==> config.mk <==
export PLATFORM = sky130hd
export DESIGN_NAME = mips_fetch_unit_flat
export DESIGN_NICKNAME = d
export VERILOG_FILES = /design/src/rtl/mips_fetch_unit_if.sv /design/src/rtl/mips_fetch_unit.sv /design/src/flat_wrapper.sv
export SDC_FILE = /design/constraint.sdc
export NUM_CORES = 1
export LEC_CHECK = 0
export CORE_ASPECT_RATIO = 0.8
export CORE_MARGIN = 10
export CORE_UTILIZATION = 50
export DETAILED_ROUTE_END_ITERATION = 16
export HOLD_SLACK_MARGIN = 0.05
export PLACE_DENSITY = 0.73
export SETUP_SLACK_MARGIN = 0.02
export SLEW_MARGIN = 5
export SYNTH_ARGS = -nofsm -noshare
export SYNTH_HDL_FRONTEND = slang
export SYNTH_SLANG_ARGS = --single-unit
==> constraint.sdc <==
create_clock -name clk -period 4.27 [get_ports clk]
set_clock_uncertainty 0.2 [all_clocks]
set_input_delay 0.6405 -clock clk [delete_from_list [all_inputs] [get_ports clk]]
set_output_delay 0.6405 -clock clk [all_outputs]
set_load 0.05 [all_outputs]
==> src/rtl/mips_fetch_unit_if.sv <==
// Fetch-stage bus: instruction-memory port, redirect input and the decode handshake.
// The fetch unit takes the master modport; memory/decode/branch logic takes the slave modport.
interface mips_fetch_unit_if #(
    parameter int PC_WIDTH    = 32,
    parameter int INSTR_WIDTH = 32
);
    logic [PC_WIDTH-1:0]    pc;
    logic [INSTR_WIDTH-1:0] instr;
    logic                   imem_en;
    logic                   redirect_valid;
    logic [PC_WIDTH-1:0]    redirect_pc;
    logic                   if_valid;
    logic [INSTR_WIDTH-1:0] if_instr;
    logic [PC_WIDTH-1:0]    if_pc;
    logic                   id_ready;

    modport master (
        output pc,
        output imem_en,
        output if_valid,
        output if_instr,
        output if_pc,
        input  instr,
        input  redirect_valid,
        input  redirect_pc,
        input  id_ready
    );

    modport slave (
        input  pc,
        input  imem_en,
        input  if_valid,
        input  if_instr,
        input  if_pc,
        output instr,
        output redirect_valid,
        output redirect_pc,
        output id_ready
    );
endinterface

==> src/rtl/mips_fetch_unit.sv <==
// MIPS instruction fetch: PC owner, prefetch FIFO toward decode, redirect flush.
// Optional perf counters are enabled with `define MIPS_FETCH_PERF_CNT_EN.
module mips_fetch_unit #(
    parameter int                   PC_WIDTH    = 32,
    parameter int                   INSTR_WIDTH = 32,
    parameter logic [PC_WIDTH-1:0]  RESET_PC    = '0,
    parameter int                   FIFO_DEPTH  = 4
) (
    input  logic                          clk,
    input  logic                          rst,
    mips_fetch_unit_if.master             fetch_bus,
    output logic [$clog2(FIFO_DEPTH):0]   fifo_count
`ifdef MIPS_FETCH_PERF_CNT_EN
    ,
    output logic [31:0]                   perf_fetch_cnt,
    output logic [31:0]                   perf_stall_cnt,
    output logic [31:0]                   perf_flush_cnt
`endif
);

    localparam int AW      = $clog2(FIFO_DEPTH);
    localparam int CW      = AW + 1;
    localparam int ENTRY_W = INSTR_WIDTH + PC_WIDTH;
    localparam logic [CW-1:0] DEPTH_C = CW'(FIFO_DEPTH);

    typedef enum logic [1:0] {
        S_BOOT,
        S_FETCH,
        S_STALL
    } state_e;

    state_e                 state_q, state_d;
    logic [PC_WIDTH-1:0]    pc_q, pc_d;
    logic [CW-1:0]          count_q, count_d;
    logic [AW-1:0]          rd_ptr_q, rd_ptr_d;
    logic [AW-1:0]          wr_ptr_q, wr_ptr_d;
    logic [ENTRY_W-1:0]     entry_q [FIFO_DEPTH];

    logic                   imem_en;
    logic                   if_valid;
    logic                   pop;
    logic                   push;
    logic                   redirect_acc;
    logic [PC_WIDTH-1:0]    redirect_aligned;
    logic [ENTRY_W-1:0]     head;

    // Redirects are only honoured once the boot cycle has passed.
    assign redirect_acc     = fetch_bus.redirect_valid && (state_q != S_BOOT);
    assign redirect_aligned = fetch_bus.redirect_pc & ~PC_WIDTH'(3);

    assign if_valid = (count_q != '0);
    assign pop      = if_valid && fetch_bus.id_ready;
    assign push     = imem_en && !fetch_bus.redirect_valid && ((count_q < DEPTH_C) || pop);

    always_comb begin
        imem_en = 1'b0;
        case (state_q)
            S_BOOT:  imem_en = 1'b0;
            S_FETCH: imem_en = 1'b1;
            S_STALL: imem_en = fetch_bus.id_ready;
            default: imem_en = 1'b0;
        endcase
    end

    always_comb begin
        count_d  = count_q;
        rd_ptr_d = rd_ptr_q;
        wr_ptr_d = wr_ptr_q;
        pc_d     = pc_q;
        if (redirect_acc) begin
            // Flush wins over any same-cycle pop; decode still takes the head it saw.
            count_d  = '0;
            rd_ptr_d = '0;
            wr_ptr_d = '0;
            pc_d     = redirect_aligned;
        end else begin
            count_d = count_q + CW'(push) - CW'(pop);
            if (pop) begin
                rd_ptr_d = rd_ptr_q + AW'(1);
            end
            if (push) begin
                wr_ptr_d = wr_ptr_q + AW'(1);
                pc_d     = pc_q + PC_WIDTH'(4);
            end
        end
    end

    always_comb begin
        state_d = state_q;
        case (state_q)
            S_BOOT: begin
                state_d = S_FETCH;
            end
            S_FETCH: begin
                if (redirect_acc) begin
                    state_d = S_FETCH;
                end else if ((count_d == DEPTH_C) && !pop) begin
                    state_d = S_STALL;
                end
            end
            S_STALL: begin
                if (redirect_acc || (count_d < DEPTH_C)) begin
                    state_d = S_FETCH;
                end
            end
            default: begin
                state_d = S_BOOT;
            end
        endcase
    end

    always_ff @(posedge clk) begin
        if (rst) begin
            state_q  <= S_BOOT;
            pc_q     <= RESET_PC;
            count_q  <= '0;
            rd_ptr_q <= '0;
            wr_ptr_q <= '0;
        end else begin
            state_q  <= state_d;
            pc_q     <= pc_d;
            count_q  <= count_d;
            rd_ptr_q <= rd_ptr_d;
            wr_ptr_q <= wr_ptr_d;
        end
    end

    // Storage needs no reset: the head is masked to zero whenever the FIFO is empty.
    always_ff @(posedge clk) begin
        if (push) begin
            entry_q[wr_ptr_q] <= {fetch_bus.instr, pc_q};
        end
    end

    assign head = entry_q[rd_ptr_q];

    assign fetch_bus.pc       = pc_q;
    assign fetch_bus.imem_en  = imem_en;
    assign fetch_bus.if_valid = if_valid;
    assign fetch_bus.if_instr = if_valid ? head[ENTRY_W-1:PC_WIDTH] : '0;
    assign fetch_bus.if_pc    = if_valid ? head[PC_WIDTH-1:0] : '0;
    assign fifo_count         = count_q;

`ifdef MIPS_FETCH_PERF_CNT_EN
    logic [2:0] perf_inc;

    assign perf_inc[0] = push;
    assign perf_inc[1] = (state_q == S_STALL);
    assign perf_inc[2] = redirect_acc;

    for (genvar gi = 0; gi < 3; gi++) begin : g_perf
        logic [31:0] cnt_q;
        always_ff @(posedge clk) begin
            if (rst) begin
                cnt_q <= '0;
            end else if (perf_inc[gi] && (cnt_q != 32'hFFFF_FFFF)) begin
                cnt_q <= cnt_q + 32'd1;
            end
        end
    end

    assign perf_fetch_cnt = g_perf[0].cnt_q;
    assign perf_stall_cnt = g_perf[1].cnt_q;
    assign perf_flush_cnt = g_perf[2].cnt_q;
`endif

endmodule

==> src/flat_wrapper.sv <==
// flat-port wrapper written by rule: the top's interface ports become plain ports
module mips_fetch_unit_flat 
#(
    parameter int                   PC_WIDTH    = 32,
    parameter int                   INSTR_WIDTH = 32,
    parameter logic [PC_WIDTH-1:0]  RESET_PC    = '0,
    parameter int                   FIFO_DEPTH  = 4
)
  (clk, rst, fifo_count, fetch_bus_pc, fetch_bus_imem_en, fetch_bus_if_valid, fetch_bus_if_instr, fetch_bus_if_pc, fetch_bus_instr, fetch_bus_redirect_valid, fetch_bus_redirect_pc, fetch_bus_id_ready);
  mips_fetch_unit_if #(.PC_WIDTH(PC_WIDTH), .INSTR_WIDTH(INSTR_WIDTH)) fetch_bus_i ();
  input  logic clk;
  input  logic rst;
  output logic [$clog2(FIFO_DEPTH):0] fifo_count;
  output wire logic [$bits(fetch_bus_i.pc)-1:0] fetch_bus_pc;
  output wire logic [$bits(fetch_bus_i.imem_en)-1:0] fetch_bus_imem_en;
  output wire logic [$bits(fetch_bus_i.if_valid)-1:0] fetch_bus_if_valid;
  output wire logic [$bits(fetch_bus_i.if_instr)-1:0] fetch_bus_if_instr;
  output wire logic [$bits(fetch_bus_i.if_pc)-1:0] fetch_bus_if_pc;
  input wire logic [$bits(fetch_bus_i.instr)-1:0] fetch_bus_instr;
  input wire logic [$bits(fetch_bus_i.redirect_valid)-1:0] fetch_bus_redirect_valid;
  input wire logic [$bits(fetch_bus_i.redirect_pc)-1:0] fetch_bus_redirect_pc;
  input wire logic [$bits(fetch_bus_i.id_ready)-1:0] fetch_bus_id_ready;
  assign fetch_bus_pc = fetch_bus_i.pc;
  assign fetch_bus_imem_en = fetch_bus_i.imem_en;
  assign fetch_bus_if_valid = fetch_bus_i.if_valid;
  assign fetch_bus_if_instr = fetch_bus_i.if_instr;
  assign fetch_bus_if_pc = fetch_bus_i.if_pc;
  assign fetch_bus_i.instr = fetch_bus_instr;
  assign fetch_bus_i.redirect_valid = fetch_bus_redirect_valid;
  assign fetch_bus_i.redirect_pc = fetch_bus_redirect_pc;
  assign fetch_bus_i.id_ready = fetch_bus_id_ready;
  mips_fetch_unit #(.PC_WIDTH(PC_WIDTH), .INSTR_WIDTH(INSTR_WIDTH), .RESET_PC(RESET_PC), .FIFO_DEPTH(FIFO_DEPTH)) u_core (.clk(clk), .rst(rst), .fetch_bus(fetch_bus_i), .fifo_count(fifo_count));
endmodule
# Yosys cells after proc, flatten, opt, wreduce, memory -nomap -nowiden
# Memory sizes are Yosys's and may differ from the RTL's. A register that Yosys moved wholly into a read port is not among the register bits.
# Cells that the tools add are included.
[totals]
regBits = 41
ram_bits = 256
wordCells = 48
memories = 1
[classes]
addsub = 5
n_lt_le_gt_ge = 2
eq_ne = 5
mux = 14
n_reduce_logical = 15
[memory_table]
columns = ["memory", "words", "width", "read_ports", "rd_ports_with_merged_regs", "write_ports", "line", "text"]
rows = [
  ["u_core.entry_q", 4, 64, 1, 1, 1, "mips_fetch_unit.sv:37", "logic [ENTRY_W-1:0] entry_q [FIFO_DEPTH];"],
]
[ops]
columns = ["operator", "count"]
rows = [
  ["32-bit two-way mux", 4],
  ["32-bit by 3-bit adder with 32-bit output, second input constant", 1],
  ["2-bit two-way mux", 5],
  ["3-bit less-than comparator, second input constant", 2],
  ["2-bit one-hot mux with 3 select lines", 1],
  ["1-bit logical AND", 5],
  ["2-bit by 1-bit adder with 2-bit output, second input constant", 2],
  ["2-bit nonzero test", 2],
  ["3-bit by 1-bit adder with 3-bit output", 1],
  ["3-bit == test, second input constant", 1],
  ["3-bit two-way mux", 1],
  ["3-bit by 1-bit != test with 1-bit output, second input constant", 1],
  ["3-bit nonzero test", 1],
  ["3-bit by 1-bit subtractor with 3-bit output", 1],
  ["2-bit by 1-bit == test with 1-bit output, second input constant", 1],
  ["2-bit == test, second input constant", 1],
  ["1-bit zero test", 2],
  ["2-bit zero test", 1],
  ["1-bit logical OR", 2],
  ["1-bit two-way mux", 2],
  ["2-bit by 1-bit != test with 1-bit output, second input constant", 1],
  ["1-bit one-hot mux with 2 select lines", 1],
  ["2-bit AND reduction", 1],
  ["2-bit OR reduction", 1],
]

# Depth between registers and ports, before layout
[depth]
depth_word = 12
depth_mapped = 13
depth_no_buf = 11

# Worst setup path before layout
# Ideal clock, no wire load.
[synth_timing]
path_type = "reg-to-reg"
start = "register u_core.count_q[2] (netlist: u_core.fifo_count[2])"
end = "memory u_core.entry_q[0][10] (netlist bit) (enable)"
setup_ns = 0.427
t_arrival_ns = 2.861
path_slack_ns = 0.783
path_stages_with_launch = 5
path_buffers = 1
cell_sequence = "dfxtp_1 -> nand2b_1 -> a21oi_2 -> buf_2 -> and2_1"
[synth_between]
elab_chain_len = 6
elab_cells_between_ends = 7
[synth_lines]
columns = ["item", "line", "text"]
rows = [
  ["from (decl)", "mips_fetch_unit.sv:34", "logic [CW-1:0] count_q, count_d;"],
  ["from (signal assigned)", "mips_fetch_unit.sv:122", "count_q <= count_d;"],
  ["parallel branches: the longest is 2 deep, another holds 3-bit less-than comparator", "-", ""],
  ["1-bit logical OR *", "mips_fetch_unit.sv:53", "assign push = imem_en && !fetch_bus.redirect_valid && ((count_q < DEPTH_C) || pop);"],
  ["1-bit logical AND *", "mips_fetch_unit.sv:53", ""],
  ["net u_core.push", "mips_fetch_unit.sv:42", "logic push;"],
  ["1-bit two-way mux *", "mips_fetch_unit.sv:130", "if (push) begin"],
  ["1-bit two-way mux (implied by the code) *", "mips_fetch_unit.sv:131", "entry_q[wr_ptr_q] <= {fetch_bus.instr, pc_q};"],
  ["to (decl)", "mips_fetch_unit.sv:37", ""],
]
# Mark *: on every way through the listed nets, which the timed path passes.

==> flow_summary_export.csv <==
group,metric,value,unit
critical_path,critical_path_peak_fanout,42,
drt,viasPerCell,5.60,
critical_path,cp_data_arrival_time,2910,ps
yosys,ys_seq_area_share,70.7,%
grt,grt_pass1_wl,40400,um
grt,grt_use_total,17.2,%
hold_path,hold_class,"reg2reg",
drt,drc,0,
drt,vias,6525,
finish,layout-drive-gt1-share,15.8,%
timing,timing.slew.headroom,29.9,%
grt,grt_pass1_vias,6908,
yosys,synth-edff-count,248,
power,leakage,4.72,nW
floorplanning,core_area,22700,sq um
power,ir_drop,0.344,mV
critical_path,critPathCaptureType,"primary output",
clock_network,cts_resized,0,
clock_network,tritoncts,"built",
placement,dp_hpwl,17100,um
yosys,async_reset_ff_share,0,%
finish,diodes,0,
timing,worstMarginPinSlew,1050,ps
floorplanning,fp.dieArea,30000,sq um
floorplanning,row_count,49,
status,status,"complete, no violations",
floorplanning,pin_count,169,
critical_path,slowest_stage,"dfxtp_4",
placement,gp_congestion,0.834,
clock_network,cts-root-buf,"clkbuf_16",
grt,grt_max_degree,43,
yosys,yosys_register_bits,289,
drt,drt_iter0_markers,550,
yosys,synth.distinct_cells,54,
critical_path,cp_top_family,"buffers and inverters",
drt,drtPass1Iterations,5,
power,p_per_area,673,nW/um^2
placement,port_buffers,162,
critical_path,worstPathRequired,3430,ps
yosys,avgSynthCellArea,17.6,sq um
clock_network,clkLatencyLatePin,540,ps
critical_path,critical-path-max-stage-delay,800,ps
critical_path,path_cells,"buf_4 -> mux4_2 -> and2_1 -> clkdlybuf4s50_1",
finish,nNetsFinal,918,
timing,fmax,0.267,GHz
critical_path,path_class,"reg2out",
finish,multi_input_area,3190,sq um
flow_run,drv_cap,0,
timing,setup_tns,0,ps
floorplanning,dieHeight,157,um
yosys,netlist_instances,666,
timing,finalSetupViolCount,0,
clock_network,postCtsSetupBuffers,0,
clock_network,clock_path_buffers,3,
timing,fin_crit_sh,87.8,%
yosys,synth_area,11700,sq um
critical_path,path_buf_inv,2,
timing,rsz0062_at_grt,"false",
clock_network,cts_hold_buffers,0,
finish,final_common_cell,"edfxtp_1",
clock_network,cts.sinks,289,
finish,areaGrowthSynthToFinish,25.4,%
critical_path,critPathLaunchType,"flop",
drt,drtAntennaViolNets,0,
timing,period_needed,3750,ps
timing,slew_violations,0,
timing,hold_viol,0,
finish,num-fill-cells,1577,
clock_network,clk_pin_slew_worst_paths,60,ps
floorplanning,die_x,191,um
drt,routed_wl,26200,um
power,power,9.87,mW
grt,antenna_found_initial,0,
yosys,yosys_warnings,0,
drt,post_drt_wl_per_cell,22.5,um
grt,globalRouteOverflowTotal,0,
clock_network,htree_levels,1,
finish,layout_common_cells,"edfxtp_1, clkdlybuf4s50_1, mux4_2, and2_1, dfxtp_1",
yosys,synth-main-ff-cell,"edfxtp_1",
clock_network,numCtsBuffers,29,
finish,ff_latch_area,8280,sq um
floorplanning,start_util,51.4,%
area by class of cell:
class                   count  share of cell area (%)
flip-flops and latches    289                    56.4
multi-input cells         328                    21.8
inverters                  14                   0.358
clock buffers              38                    5.46
well taps                 306                    2.61
clock inverters            14                    1.18
repair buffers            176                    12.2
layer usage:
layer / global-route usage, % / vias up / share of wire [%]
met3: 4.15 / 28 / 7.8
met1: 24.0 / 3290 / 45
met2: 27.0 / 274 / 46
met4: 3.22 / 0 / 1.5
met5: 0 / - / 0
li1: - / 2933 / -
cells by family after synthesis:
family	synth area share, %
buf+inv	2.22
fa+ha+maj	1.35
flops	70.7
mux	12.1
xor+xnor	2.30
simple gates	7.69
other cells	0.0321
compound gates	3.58
flip-flops by register name (all words and copies together) (netlist names), named ones only:
name,flops
u_core.entry_q,248
u_core.fetch_bus.pc,30
u_core.fifo_count,3
u_core.rd_ptr_q,2
u_core.state_q,2
u_core.wr_ptr_q,2
synthesized netlist by cell type, drive strengths merged (2+ instances only):
cell type / count / area, sq um
o21ai: 26 / 134
ha: 11 / 138
and3: 7 / 43.8
buf: 17 / 104
nor3b: 2 / 15.0
a211oi: 5 / 37.5
a21oi: 30 / 154
nor4: 3 / 33.8
nand4: 17 / 106
dfxtp: 41 / 821
nor3: 6 / 30.0
nand2: 14 / 52.6
nor2b: 2 / 12.5
nand2b: 4 / 25.0
edfxtp: 248 / 7450
nand3: 6 / 35.0
clkbuf: 16 / 60.1
o22ai: 3 / 18.8
xor2: 18 / 158
and4: 3 / 26.3
a2111oi: 2 / 36.3
mux4: 62 / 1400
and2: 67 / 422
inv: 13 / 48.8
dlygate4sd1: 5 / 43.8
nor2: 12 / 45.0
xnor2: 10 / 87.6
metrics by stage:
stage	utilization, %	setup slack, ps	std cells	hold slack [ps]	cell area, sq um
after global routing	64.5	361	1165	383	14700
after floorplan	-	783	669	285	11700
after global placement	60.2	789	1113	302	13700
after CTS	64.5	439	1165	345	14700
after detailed placement	60.2	696	1113	323	13700
final	64.5	520	1165	338	14700
path summary, 6_finish.rpt:
kind                             start                endpoint  slack (ps)  cells past startpoint
setup / recovery                  flop  fetch_bus_if_instr[23]         520                      4
hold / removal      u_core.rd_ptr_q[1]      u_core.rd_ptr_q[1]         340                      2
setup reg to reg  u_core.fifo_count[1]       u_core.state_q[0]         950                     11
hold reg to reg     u_core.rd_ptr_q[1]      u_core.rd_ptr_q[1]         340                      2
where the power goes:
group          internal, mW  switching [mW]
Combinational          1.38            2.27
Clock                  1.55           0.988
Sequential             3.37           0.306
worst min-delay path, stage by stage, from the launching register on:
cell	delay, ps
dfxtp_1	330
xor2_1	70
nor2_1	100
Note: power is estimated with default switching activity, not from simulation.
==> RTL edit: new RTL, config.mk and constraints unchanged <==
Re-encode `state_e` (3 states) as one-hot, 3 bits wide.
--- a/src/rtl/mips_fetch_unit.sv
+++ b/src/rtl/mips_fetch_unit.sv
@@ -25,6 +25,6 @@
 
-    typedef enum logic [1:0] {
-        S_BOOT,
-        S_FETCH,
-        S_STALL
+    typedef enum logic [2:0] {
+        S_BOOT  = 3'b001,
+        S_FETCH = 3'b010,
+        S_STALL = 3'b100
     } state_e;
Formal check against the unedited RTL: same outputs for any inputs over 4 cycles, from zero or initial values and one cycle with rst high; so few cycles prove little.
==> RTL edit against the unedited design <==
Power grew 1.5%; sequential share of layout area fell by 1.0 points; worst hold slack worse by 0.018 ns; sequential power down 5.7%; wire length rose by 5.6%; combinational power up 1%; core utilization down 0.30 points; setup slack worse by 0.060 ns; sequential cell count up 1; non-clock buffer count unchanged; final area is 2.1% higher; area after synthesis increased by 1.3%; first-iteration DRC count rose by 3.3%; via count up 8.8%; critical path type unchanged; critical endpoint is now fetch_bus_if_instr[21]; largest power group is now combinational cells.
==> RTL edit: results <==
set metrics [dict create \
    status "completed" \
    cp_max_fo 17 \
    clock_latency_ns 0.54 \
    synth-xor-area-share_pct 1.03 \
    slew_violations 0 \
    antenna_found_initial 0 \
    seq_area_frac_synth_pct 69.9 \
    first_iter_violations 568 \
    layout.nets 948 \
    grt_pass1_vias 7333 \
    grt_max_degree 40 \
    grt_pass1_wl_um 42300 \
    synthMuxAreaShare_pct 12.0 \
    crit_slowest_cell "clkdlybuf4s50_1" \
    switchingPower_uw 3650 \
    wl_um 27700 \
    clkSlewWorstSetupHoldPaths_ns 0.06 \
    avgViaCountPerCell 5.89 \
    synthArstFlopShare_pct 0 \
    gp_congestion 0.886 \
    synth_common_cells "edfxtp_1 (248), and2_1 (66), mux4_2 (62)" \
    htree_levels 1 \
    ir_worst_vdd_v 0.000509 \
    antennaDiodeCount 0 \
    slew_headroom_pct 35.0 \
    hp-start "u_core.wr_ptr_q[1]" \
    portBuffers 162 \
    slowest_delay_ns 0.71 \
    dp_hpwl_um 17700 \
    synth_area_leaders "edfxtp_1 (63%), mux4_2 (12%), dfxtp_1 (7.1%)" \
    place_ws_ns 0.615 \
    n_fill_cell 1633 \
    drive_gt1_share_pct 16.7 \
    crit-reg2reg-launch "u_core.fifo_count[2]" \
    synthAdderAreaFrac_pct 0.908 \
    cp_top_family "buffers and inverters" \
    ys_types 61 \
    synth_compound_area_share_pct 4.01 \
    cts_root_buf "clkbuf_16" \
    globalRouteTotalUtil_pct 17.9 \
    crit_type "flop to output port" \
    p_leak_uw 0.00480 \
]
RTL edit: per-layer routing:
layer / track usage [%] / wire length (um) / vias up
met2: 28.5 / 13000 / 285
met4: 4.02 / 591 / 0
met3: 4.40 / 2290 / 47
li1: - / - / 3121
met1: 24.5 / 11800 / 3644
met5: 0 / 0 / -
RTL edit: worst reg2reg max path, cell delays in order (launching register included):
cell     delay (ns)
dfxtp_1        0.39
or3_2          0.55
and2_1         0.24
ha_1           0.30
inv_1          0.04
ha_1           0.18
fa_1           0.38
xnor2_1        0.15
xnor2_1        0.14
or2_2          0.29
nor2_1         0.09
a21oi_1        0.08
RTL edit: final cells by class:
type / count / area, um2 / area share (%)
clock buffer: 34 / 795 / 5.30
clock inverter: 18 / 308 / 2.06
inverter: 12 / 45.0 / 0.301
multi-input combinational: 363 / 3350 / 22.4
sequential: 290 / 8300 / 55.4
tap: 312 / 390 / 2.61
timing repair buffer: 176 / 1790 / 11.9
RTL edit: power by group through the flow:
stage	registers, uW	clock network, uW	logic [uW]
3_3_place_gp	3510	0	3710
5_1_grt	3490	3010	3870
4_1_cts	3470	2900	3740
6_report	3470	2850	3690
3_5_place_dp	3530	0	3730
2_1_floorplan	3640	0	2310
RTL edit: path summary, 6_finish.rpt:
kind | end | slack, ns | cells after the start
worst min-delay path | u_core.wr_ptr_q[1] | 0.32 | 2
worst min register to register | u_core.wr_ptr_q[1] | 0.32 | 2
worst max-delay path | fetch_bus_if_instr[21] | 0.46 | 4
worst max register to register | u_core.state_q[1] | 1.14 | 11
RTL edit: through the flow:
step	utilization, %	cell area, um2	hold slack (ns)	instances
5_1_grt	64.2	15000	0.357	1205
4_1_cts	64.2	15000	0.315	1205
3_3_place_gp	59.5	13900	0.285	1153
3_5_place_dp	59.5	13900	0.306	1153
6_report	64.2	15000	0.320	1205
2_1_floorplan	-	11900	0.269	709
RTL edit: cells by family after synthesis:
group / count (synthesis)
mux: 64
simple gates: 209
xor+xnor: 14
other cells: 1
compound gates: 64
buf+inv: 56
flops: 290
fa+ha+maj: 8
